--- src/rtl/amba_ahb_lite_input_stage.sv ---
// AHB-Lite master input stage: forwards master address phases to a shared bus, holding one request while the bus is not granted.
// Define AMBA_AHB_LITE_INPUT_STAGE_BYPASS_EN for zero-latency live issue; otherwise every transfer goes through the hold register.
module amba_ahb_lite_input_stage #(
    parameter  int W_ADDR  = 32,
    parameter  int W_DATA  = 32,
    localparam int W_TRANS = 2,
    localparam int W_BURST = 3
) (
    input  logic               HCLK,
    input  logic               HRESET,
    input  logic [W_TRANS-1:0] HTRANS,
    input  logic [W_ADDR-1:0]  HADDR,
    input  logic               HWRITE,
    input  logic [2:0]         HSIZE,
    input  logic [W_BURST-1:0] HBURST,
    input  logic [3:0]         HPROT,
    input  logic               HMASTLOCK,
    input  logic [W_DATA-1:0]  HWDATA,
    output logic               HREADYOUT,
    output logic               HRESP,
    output logic [W_DATA-1:0]  HRDATA,
    output logic               ma_bus_req,
    output logic [W_TRANS-1:0] ma_HTRANS,
    output logic [W_BURST-1:0] ma_HBURST,
    output logic               ma_HMASTLOCK,
    input  logic               ma_active,
    output logic [W_ADDR-1:0]  out_HADDR,
    output logic               out_HWRITE,
    output logic [2:0]         out_HSIZE,
    output logic [3:0]         out_HPROT,
    output logic [W_DATA-1:0]  out_HWDATA,
    input  logic               HREADY,
    input  logic               bus_HRESP,
    input  logic [W_DATA-1:0]  bus_HRDATA
);
    localparam logic [W_TRANS-1:0] TRANS_IDLE = 2'b00;

    typedef enum logic [1:0] {ST_IDLE, ST_PENDING, ST_DATA} state_t;

    state_t state, state_n;

    logic [W_TRANS-1:0] hold_trans;
    logic [W_ADDR-1:0]  hold_addr;
    logic               hold_write;
    logic [2:0]         hold_size;
    logic [W_BURST-1:0] hold_burst;
    logic [3:0]         hold_prot;
    logic               hold_lock;

    logic live_path, issue, accept, capture;

`ifdef AMBA_AHB_LITE_INPUT_STAGE_BYPASS_EN
    assign live_path  = (state != ST_PENDING);
    assign ma_bus_req = (state == ST_PENDING) | HTRANS[1] | HMASTLOCK;
`else
    logic bus_req_q;

    assign live_path  = 1'b0;
    assign ma_bus_req = bus_req_q;

    always_ff @(posedge HCLK) begin
        if (HRESET) bus_req_q <= 1'b0;
        else        bus_req_q <= (state_n == ST_PENDING);
    end
`endif

    assign ma_HTRANS    = live_path ? HTRANS    : hold_trans;
    assign out_HADDR    = live_path ? HADDR     : hold_addr;
    assign out_HWRITE   = live_path ? HWRITE    : hold_write;
    assign out_HSIZE    = live_path ? HSIZE     : hold_size;
    assign ma_HBURST    = live_path ? HBURST    : hold_burst;
    assign out_HPROT    = live_path ? HPROT     : hold_prot;
    assign ma_HMASTLOCK = live_path ? HMASTLOCK : hold_lock;
    assign out_HWDATA   = HWDATA;

    // NONSEQ and SEQ both have bit 1 set; IDLE and BUSY never reach the bus.
    assign issue   = ma_HTRANS[1] & ma_active & HREADY;
    assign accept  = HTRANS[1] & HREADYOUT & (state != ST_PENDING);
    assign capture = accept & ~(live_path & issue);

    // NOTE: every output of a combinational block gets a default first, so no path can infer a latch.
    always_comb begin
        HREADYOUT = 1'b1;
        HRESP     = 1'b0;
        HRDATA    = '0;
        state_n   = state;
        case (state)
            ST_IDLE: begin
                if (issue)        state_n = ST_DATA;
                else if (capture) state_n = ST_PENDING;
            end
            ST_PENDING: begin
                HREADYOUT = 1'b0;
                if (issue) state_n = ST_DATA;
            end
            ST_DATA: begin
                HREADYOUT = HREADY;
                HRESP     = bus_HRESP;
                HRDATA    = bus_HRDATA;
                if (HREADY) begin
                    if (issue)        state_n = ST_DATA;
                    else if (capture) state_n = ST_PENDING;
                    else              state_n = ST_IDLE;
                end
            end
            default: state_n = ST_IDLE;
        endcase
    end

    // NOTE: sequential state uses non-blocking assignments so every flop samples pre-edge values.
    always_ff @(posedge HCLK) begin
        if (HRESET) state <= ST_IDLE;
        else        state <= state_n;
    end

    // NOTE: the hold register is reset so a discarded request can never resurface on the bus.
    always_ff @(posedge HCLK) begin
        if (HRESET) begin
            hold_trans <= TRANS_IDLE;
            hold_addr  <= '0;
            hold_write <= 1'b0;
            hold_size  <= '0;
            hold_burst <= '0;
            hold_prot  <= '0;
            hold_lock  <= 1'b0;
        end else if (capture) begin
            hold_trans <= HTRANS;
            hold_addr  <= HADDR;
            hold_write <= HWRITE;
            hold_size  <= HSIZE;
            hold_burst <= HBURST;
            hold_prot  <= HPROT;
            hold_lock  <= HMASTLOCK;
        end else if (issue && !live_path) begin
            // The held request has gone out; keep the registered bus view idle.
            hold_trans <= TRANS_IDLE;
        end
    end

endmodule
--- config.mk ---
export PLATFORM = sky130hd
export DESIGN_NAME = amba_ahb_lite_input_stage
export DESIGN_NICKNAME = d
export VERILOG_FILES = /design/src/rtl/amba_ahb_lite_input_stage.sv
export SDC_FILE = /design/constraint.sdc
export NUM_CORES = 1
export LEC_CHECK = 0
export ABC_AREA = 1
export CORE_ASPECT_RATIO = 0.9
export CORE_MARGIN = 1
export CORE_UTILIZATION = 34
export DETAILED_ROUTE_END_ITERATION = 16
export PLACE_DENSITY = 0.87
export SLEW_MARGIN = 15
export SYNTH_ARGS = -nofsm -noshare
export SYNTH_HDL_FRONTEND = slang
export SYNTH_SLANG_ARGS = --single-unit
--- constraint.sdc ---
create_clock -name HCLK -period 3.05 [get_ports HCLK]
set_input_delay 0.61 -clock HCLK [delete_from_list [all_inputs] [get_ports HCLK]]
set_output_delay 0.61 -clock HCLK [all_outputs]
set_load 0.01 [all_outputs]
### Word level (Yosys, flattened, before mapping)

Index checks and enable logic that the tools add are counted.
Widths: inputs -> output; s select.

| cells by class | value |
|---|---|
| reduce and logical (&&, ||, !) cells | 2 |
| mux-type cells | 12 |
| equality and inequality tests | 4 |
| bitwise gates (word level) | 4 |

Operator list:

| cell | number |
|---|---|
| $mux 32 | 1 |
| $mux 2 | 7 |
| $pmux 2 s3 | 1 |
| $and 1x1->1 | 4 |
| $eq 2x1->1 const B | 2 |
| $eq 2x2->1 const B | 1 |
| $logic_not 2->1 | 1 |
| $mux 1 | 2 |
| $ne 2x1->1 const B | 1 |
| $pmux 1 s2 | 1 |
| $reduce_bool 2->1 | 1 |

| word-level totals | value |
|---|---|
| output and inout port bits | 113 |
| input bits | 115 |
| register bits | 49 |
| word-level logic and storage cells | 31 |

### Depth between registers and ports, before layout

Gate-level depths: netlist of the first run.

| logic depth | value |
|---|---|
| depth after elaboration | 9 |
| depth in mapped cells | 8 |
| mapped depth without buffers | 6 |

### Least setup slack after synthesis of the first run

No wires, ideal clock.

| path | value |
|---|---|
| path type | flip-flop to output port |
| start point | reg state[0] |
| end point | out HRDATA[10] |
| cell stages (with the launch flop) | 5 |
| path buffers | 1 |
| required time | 2.440 ns |
| data arrival time | 0.912 ns |
| path slack | 1.528 ns |
| cells stage by stage | dfxtp_1 inv_2 nand2_1 clkbuf_1 nor2_1 |

| between the ends | value |
|---|---|
| word-level cells in the longest chain between the ends | 2 |

RTL lines:

| what | RTL line | RTL |
|---|---|---|
| from (decl) | 40 | `state_t state, state_n;` |
| from (signal assigned) | 113 | `else state <= state_n;` |
| $eq 2x2->1 | 87 | `case (state)` |
| $mux 32 | 87 |  |
| to (decl) | 21 | `output logic [W_DATA-1:0] HRDATA,` |

No other way between the ends.

### Final worst setup path of the first run

| path | value |
|---|---|
| start point | reg state[1] |
| end point | out HRDATA[31] |

Same word-level chain as after synthesis.

==> results of run 1 <==
## worst min path at each step
stage                 start           end  slack, ns  depth (start not counted)
6_report       ma_HTRANS[1]  ma_HTRANS[1]       0.50                          2
5_1_grt        out_HADDR[9]  out_HADDR[9]       0.55                          4
4_1_cts        ma_HTRANS[1]  ma_HTRANS[1]       0.51                          2
3_5_place_dp   ma_HTRANS[1]  ma_HTRANS[1]       0.48                          2
3_3_place_gp   ma_HTRANS[1]  ma_HTRANS[1]       0.48                          2
2_1_floorplan  ma_HTRANS[1]  ma_HTRANS[1]       0.50                          2
## power breakdown
part	switching [mW]	total, mW	leakage (nW)	internal (mW)
combinational	0.208	0.473	1.53	0.265
clock	0.223	0.387	0.0456	0.164
sequential	0.0311	0.733	0.407	0.702
## registers in the layout, summed over array words and instances, names as in the netlist
register / count
ma_bus_req: 1
ma_HMASTLOCK: 1
out_HADDR: 32
out_HWRITE: 1
out_HPROT: 4
ma_HBURST: 3
out_HSIZE: 3
ma_HTRANS: 2
state: 2
## metrics by stage
| step | std cells | area [µm²] | total power [mW] |
|---|---|---|---|
| floorplan | 410 | 2511 | 0.9959 |
| global placement | 620 | 3960 | 1.209 |
| detailed placement | 620 | 3960 | 1.222 |
| CTS | 628 | 4046 | 1.617 |
| global route | 628 | 4046 | 1.691 |
| finish | 628 | 4046 | 1.592 |
## synth_stat cells, types with 3 or more instances
| cell type | instances | area share |
|---|---|---|
| nor2_1 | 124 | 0.19 |
| buf_6 | 4 | 0.018 |
| buf_2 | 4 | 0.0080 |
| buf_4 | 34 | 0.10 |
| nand2_1 | 95 | 0.14 |
| dfxtp_1 | 49 | 0.39 |
| clkbuf_1 | 6 | 0.0090 |
| a21oi_1 | 4 | 0.0080 |
| nand3_1 | 3 | 0.0060 |
| inv_2 | 3 | 0.0045 |
| inv_1 | 81 | 0.12 |
## cell families after synthesis
kind of cell,count (synthesis)
buffers and inverters,133
AO/OA/AOI/OAI,5
flip-flops,49
AND/OR/NAND/NOR,223
## tightest hold or removal path: stages, from the launching register on
cell and delay (ns):
dfxtp_1 0.34, nand2_1 0.07, a21oi_1 0.06
## placed cells by master (no fill, tap or decap), drive strengths merged
cell type,count
nor2,124
nand2,96
nand3,3
clkdlybuf4s50,163
inv,85
o21ai,1
a21oi,4
clkinv,1
buf,3
clkbuf,6
dfxtp,49
## routing by layer
metal,track usage,share of wire,up-vias
met1,0.2092,0.38,1174
met5,0,0,-
li1,-,-,1356
met4,0.05114,0.015,0
met2,0.3811,0.51,121
met3,0.07104,0.092,9
## cell type report
type                       instances  area, µm²  share of cell area
timing repair buffer             166       1667              0.4119
sequential                        49      980.9              0.2424
multi-input combinational        228      880.8              0.2177
inverter                          84      315.3             0.07792
tap                               93      116.4             0.02876
clock buffer                       6      72.57             0.01793
clock inverter                     2      13.76            0.003401
==> reports/results.ini, run 1 <==
[worst_setup_path]
slowest_stage=clkdlybuf4s50_1
worst-path-stages=4
worstPathMaxFanout=18
start_kind=flip-flop
required_ns=2.44
crit_path_start=state[1]
cp.buffers_inverters=2
crit_end=HRDATA[31]
end_kind=primary output
path_class=flip-flop to primary output
crit_arrival_ns=2.11
r2r_cells=7
crit_path_cell_trace=nand2_1 > buf_4 > nor2_1 > clkdlybuf4s50_1
r2r_slack_ns=1.46
regToRegStartpoint=state[0]
r2r-end=out_HADDR[15]
critPathTopFamily=buffers and inverters
max_stage_delay_ns=0.57

[synth]
synthCells=410
synth_nets=525
synth_adder_area_share=0
avgSynthCellArea_um2=6.125
synth_top_family_by_area=simple AND/OR/NAND/NOR gates
synthArstFlopShare=0
synth-compound-area-share=0.009965
yosysWarnings=0
muxShareOfSynthArea=0
synth_cell_type_count=14
synth_enable_flop_cells=0
synthXorXnorAreaFrac=0
synth_seq_cells=49
synth_flop_cell=dfxtp_1
synth.cell_area_um2=2511
seq_area_frac_synth=0.3906
synthSimpleGateAreaFrac=0.3358

[global_route]
antenna_found_initial=0
grt.overflow.total=0
first_global_vias=2530
grt_max_degree=61
grt_usage=0.2019
grt_pass1_wl_um=12190

[run]
cap_viol_max_count=0

[outcome]
status=finished, final reports clean

[cts]
path_clk_slew_ns=0.09
cts.sinks=49
cts_buffer_depth=2
cts_resized=0
insertion_delay_ns=0.30
clockRootBuffer=clkbuf_8
cts_tree=done
hold_buffers=0
htree_levels=2
cts_buffers=5
cts.repair_timing.setup_buffer_count=0

[detailed_routing]
ant_nets=0
firstDrtPassIters=4
viasPerCell=4.236
detail_route.wl_per_cell_um=12.49
dr_total_vias=2660
wirelength_um=7843
dr.first_iter.drc_count=69
drc=0

[final_layout]
synthToLayoutAreaGrowth_pct=61.14
antenna-diode-count=0
utilization=0.5690
nNetsFinal=649
drive_above_1_share=0.02804
fillerInstances=681

[place]
place_congestion=0.7991
place_ws_ns=0.4485
dp_hpwl_um=6301
port_buffers=163

[floorplanning]
fp.dieH_um=83.53
die_width_um=92.59
die-area_um2=7734
core_area_um2=7112
io_pins=228
rows=29
start_util=0.3531

[timing]
rsz0062_at_grt=false
fin_crit_ns=2.718
fmax_ghz=0.3680
slew_violations=0
fin_hold_ws_ns=0.5029
hold_viol=0
post-route-worst-setup-slack_ns=0.3324
worstMarginPinSlew_ns=0.7756
setup_viol=0
final.setup.tns_ns=0
fin_crit_sh=0.8910
slew_headroom=0.4822
finClkSkew_ns=0.009594

[pwr]
ir_drop_v=0.0003258
power-per-cell-area_nw_per_um2=393.5
leakagePower_nw=1.983

[worst_hold_path]
hp-class=flip-flop to flip-flop

(Power assumes the default switching activity.)
==> run 2, diff against run 1 <==
- PLACE_DENSITY: 0.87 -> 0.86
==> reports/results.ini, run 2 (synthesis gave the netlist of run 1 again) <==
[cts]
insertion_delay_ns=0.30
cts_tree=done
hold_buffers=0
cts.repair_timing.setup_buffer_count=0
path_clk_slew_ns=0.09
cts.sinks=49
clockRootBuffer=clkbuf_8
cts_buffers=5
cts_resized=0
cts_buffer_depth=2
htree_levels=2

[outcome]
status=finished, final reports clean

[worst_setup_path]
crit_arrival_ns=1.96
crit_end=HREADYOUT
r2r-end=out_HADDR[5]
r2r_cells=6
r2r_slack_ns=1.32
start_kind=primary input
end_kind=primary output
required_ns=2.44
path_class=primary input to primary output
crit_path_start=HREADY
regToRegStartpoint=state[1]
worstPathMaxFanout=3

[global_route]
first_global_vias=2565
antenna_found_initial=0
grt_usage=0.1772
grt_pass1_wl_um=11110
grt.overflow.total=0
grt_max_degree=94

[detailed_routing]
detail_route.wl_per_cell_um=11.11
wirelength_um=6969
ant_nets=0
drc=0
dr_total_vias=2579
firstDrtPassIters=4
dr.first_iter.drc_count=81
viasPerCell=4.113

[final_layout]
antenna-diode-count=0
drive_above_1_share=0.02809
largest_register_ffs=32
final_common_cell=clkdlybuf4s50_1
fillerInstances=655
synthToLayoutAreaGrowth_pct=60.69
final_area_um2=4035
final_cell_mix=clkdlybuf4s50_1, nor2_1, nand2_1
nNetsFinal=648
finalNonFillerCells=627

[floorplanning]
die-area_um2=7734
die_width_um=92.59
fp.dieH_um=83.53
core_area_um2=7112
rows=29
start_util=0.3531
io_pins=228

[timing]
rsz0062_at_grt=false
fin_crit_ns=2.569
fin_crit_sh=0.8423
fmax_ghz=0.3893
finClkSkew_ns=0.01217
final.setup.tns_ns=0
slew_headroom=0.4153
setup_viol=0
slew_violations=0
hold_viol=0
worstMarginPinSlew_ns=0.8771

[pwr]
p_int_mw=1.131
leakagePower_nw=1.971
power-per-cell-area_nw_per_um2=397.1
clock_power_share=0.250
seqPwrFrac=0.457
swShare=0.2939
p_sw_mw=0.4710
p_comb_frac=0.292
ir_drop_v=0.0002601

[place]
dp_hpwl_um=5355
post-place-cells=619
place_congestion=0.7450
port_buffers=163
placed_area_um2=3940

[run]
cap_viol_max_count=0

[worst_hold_path]
hp-class=flip-flop to flip-flop

[run 2: per-stage QoR]
stage | power [mW] | setup WS (ns) | util | hold slack [ns]
after floorplan | 0.9959 | 1.528 | - | 0.4952
after global placement | 1.202 | 0.4832 | 0.5540 | 0.4787
after detailed placement | 1.219 | 0.4681 | 0.5540 | 0.4941
after CTS | 1.627 | 0.4614 | 0.5674 | 0.5107
after global routing | 1.702 | 0.3885 | 0.5674 | 0.5451
final | 1.602 | 0.4810 | 0.5674 | 0.4984
[run 2: per-layer routing]
metal | track usage | up-vias | wire, µm
li1 | - | 1354 | -
met2 | 0.3441 | 107 | 3575
met5 | 0 | - | 0
met4 | 0.03551 | 0 | 48
met1 | 0.1778 | 1112 | 2696
met3 | 0.06466 | 6 | 647
[run 2: power groups by stage]
stage / Combinational (mW) / Clock, mW / Sequential [mW]
final: 0.468 / 0.401 / 0.733
after global routing: 0.520 / 0.442 / 0.741
after CTS: 0.474 / 0.419 / 0.734
after detailed placement: 0.470 / 0 / 0.749
after global placement: 0.458 / 0 / 0.744
after floorplan: 0.221 / 0 / 0.775
[run 2: worst min-delay path by stage]
stage                  from           end  cells past startpoint
2_1_floorplan  ma_HTRANS[1]  ma_HTRANS[1]                      2
3_3_place_gp   ma_HTRANS[1]  ma_HTRANS[1]                      2
3_5_place_dp   ma_HTRANS[1]  ma_HTRANS[1]                      2
4_1_cts        ma_HTRANS[1]  ma_HTRANS[1]                      2
5_1_grt        ma_HTRANS[1]  ma_HTRANS[1]                      2
6_report       ma_HTRANS[1]  ma_HTRANS[1]                      2
[run 2: area by class of cell]
cell class / instances / area [µm²] / area share
Timing Repair Buffer: 165 / 1647 / 0.4081
Sequential cell: 49 / 980.9 / 0.2431
Multi-Input combinational cell: 228 / 880.8 / 0.2183
Inverter: 84 / 315.3 / 0.07814
Tap cell: 93 / 116.4 / 0.02884
Clock buffer: 5 / 68.82 / 0.01705
Clock inverter: 3 / 26.28 / 0.006512
[run 2: critical path: stages]
cell and delay, ns:
clkdlybuf4s50_1 0.50, inv_1 0.05, nand3_1 0.12, nand2_1 0.07, inv_1 0.07, clkdlybuf4s50_1 0.53
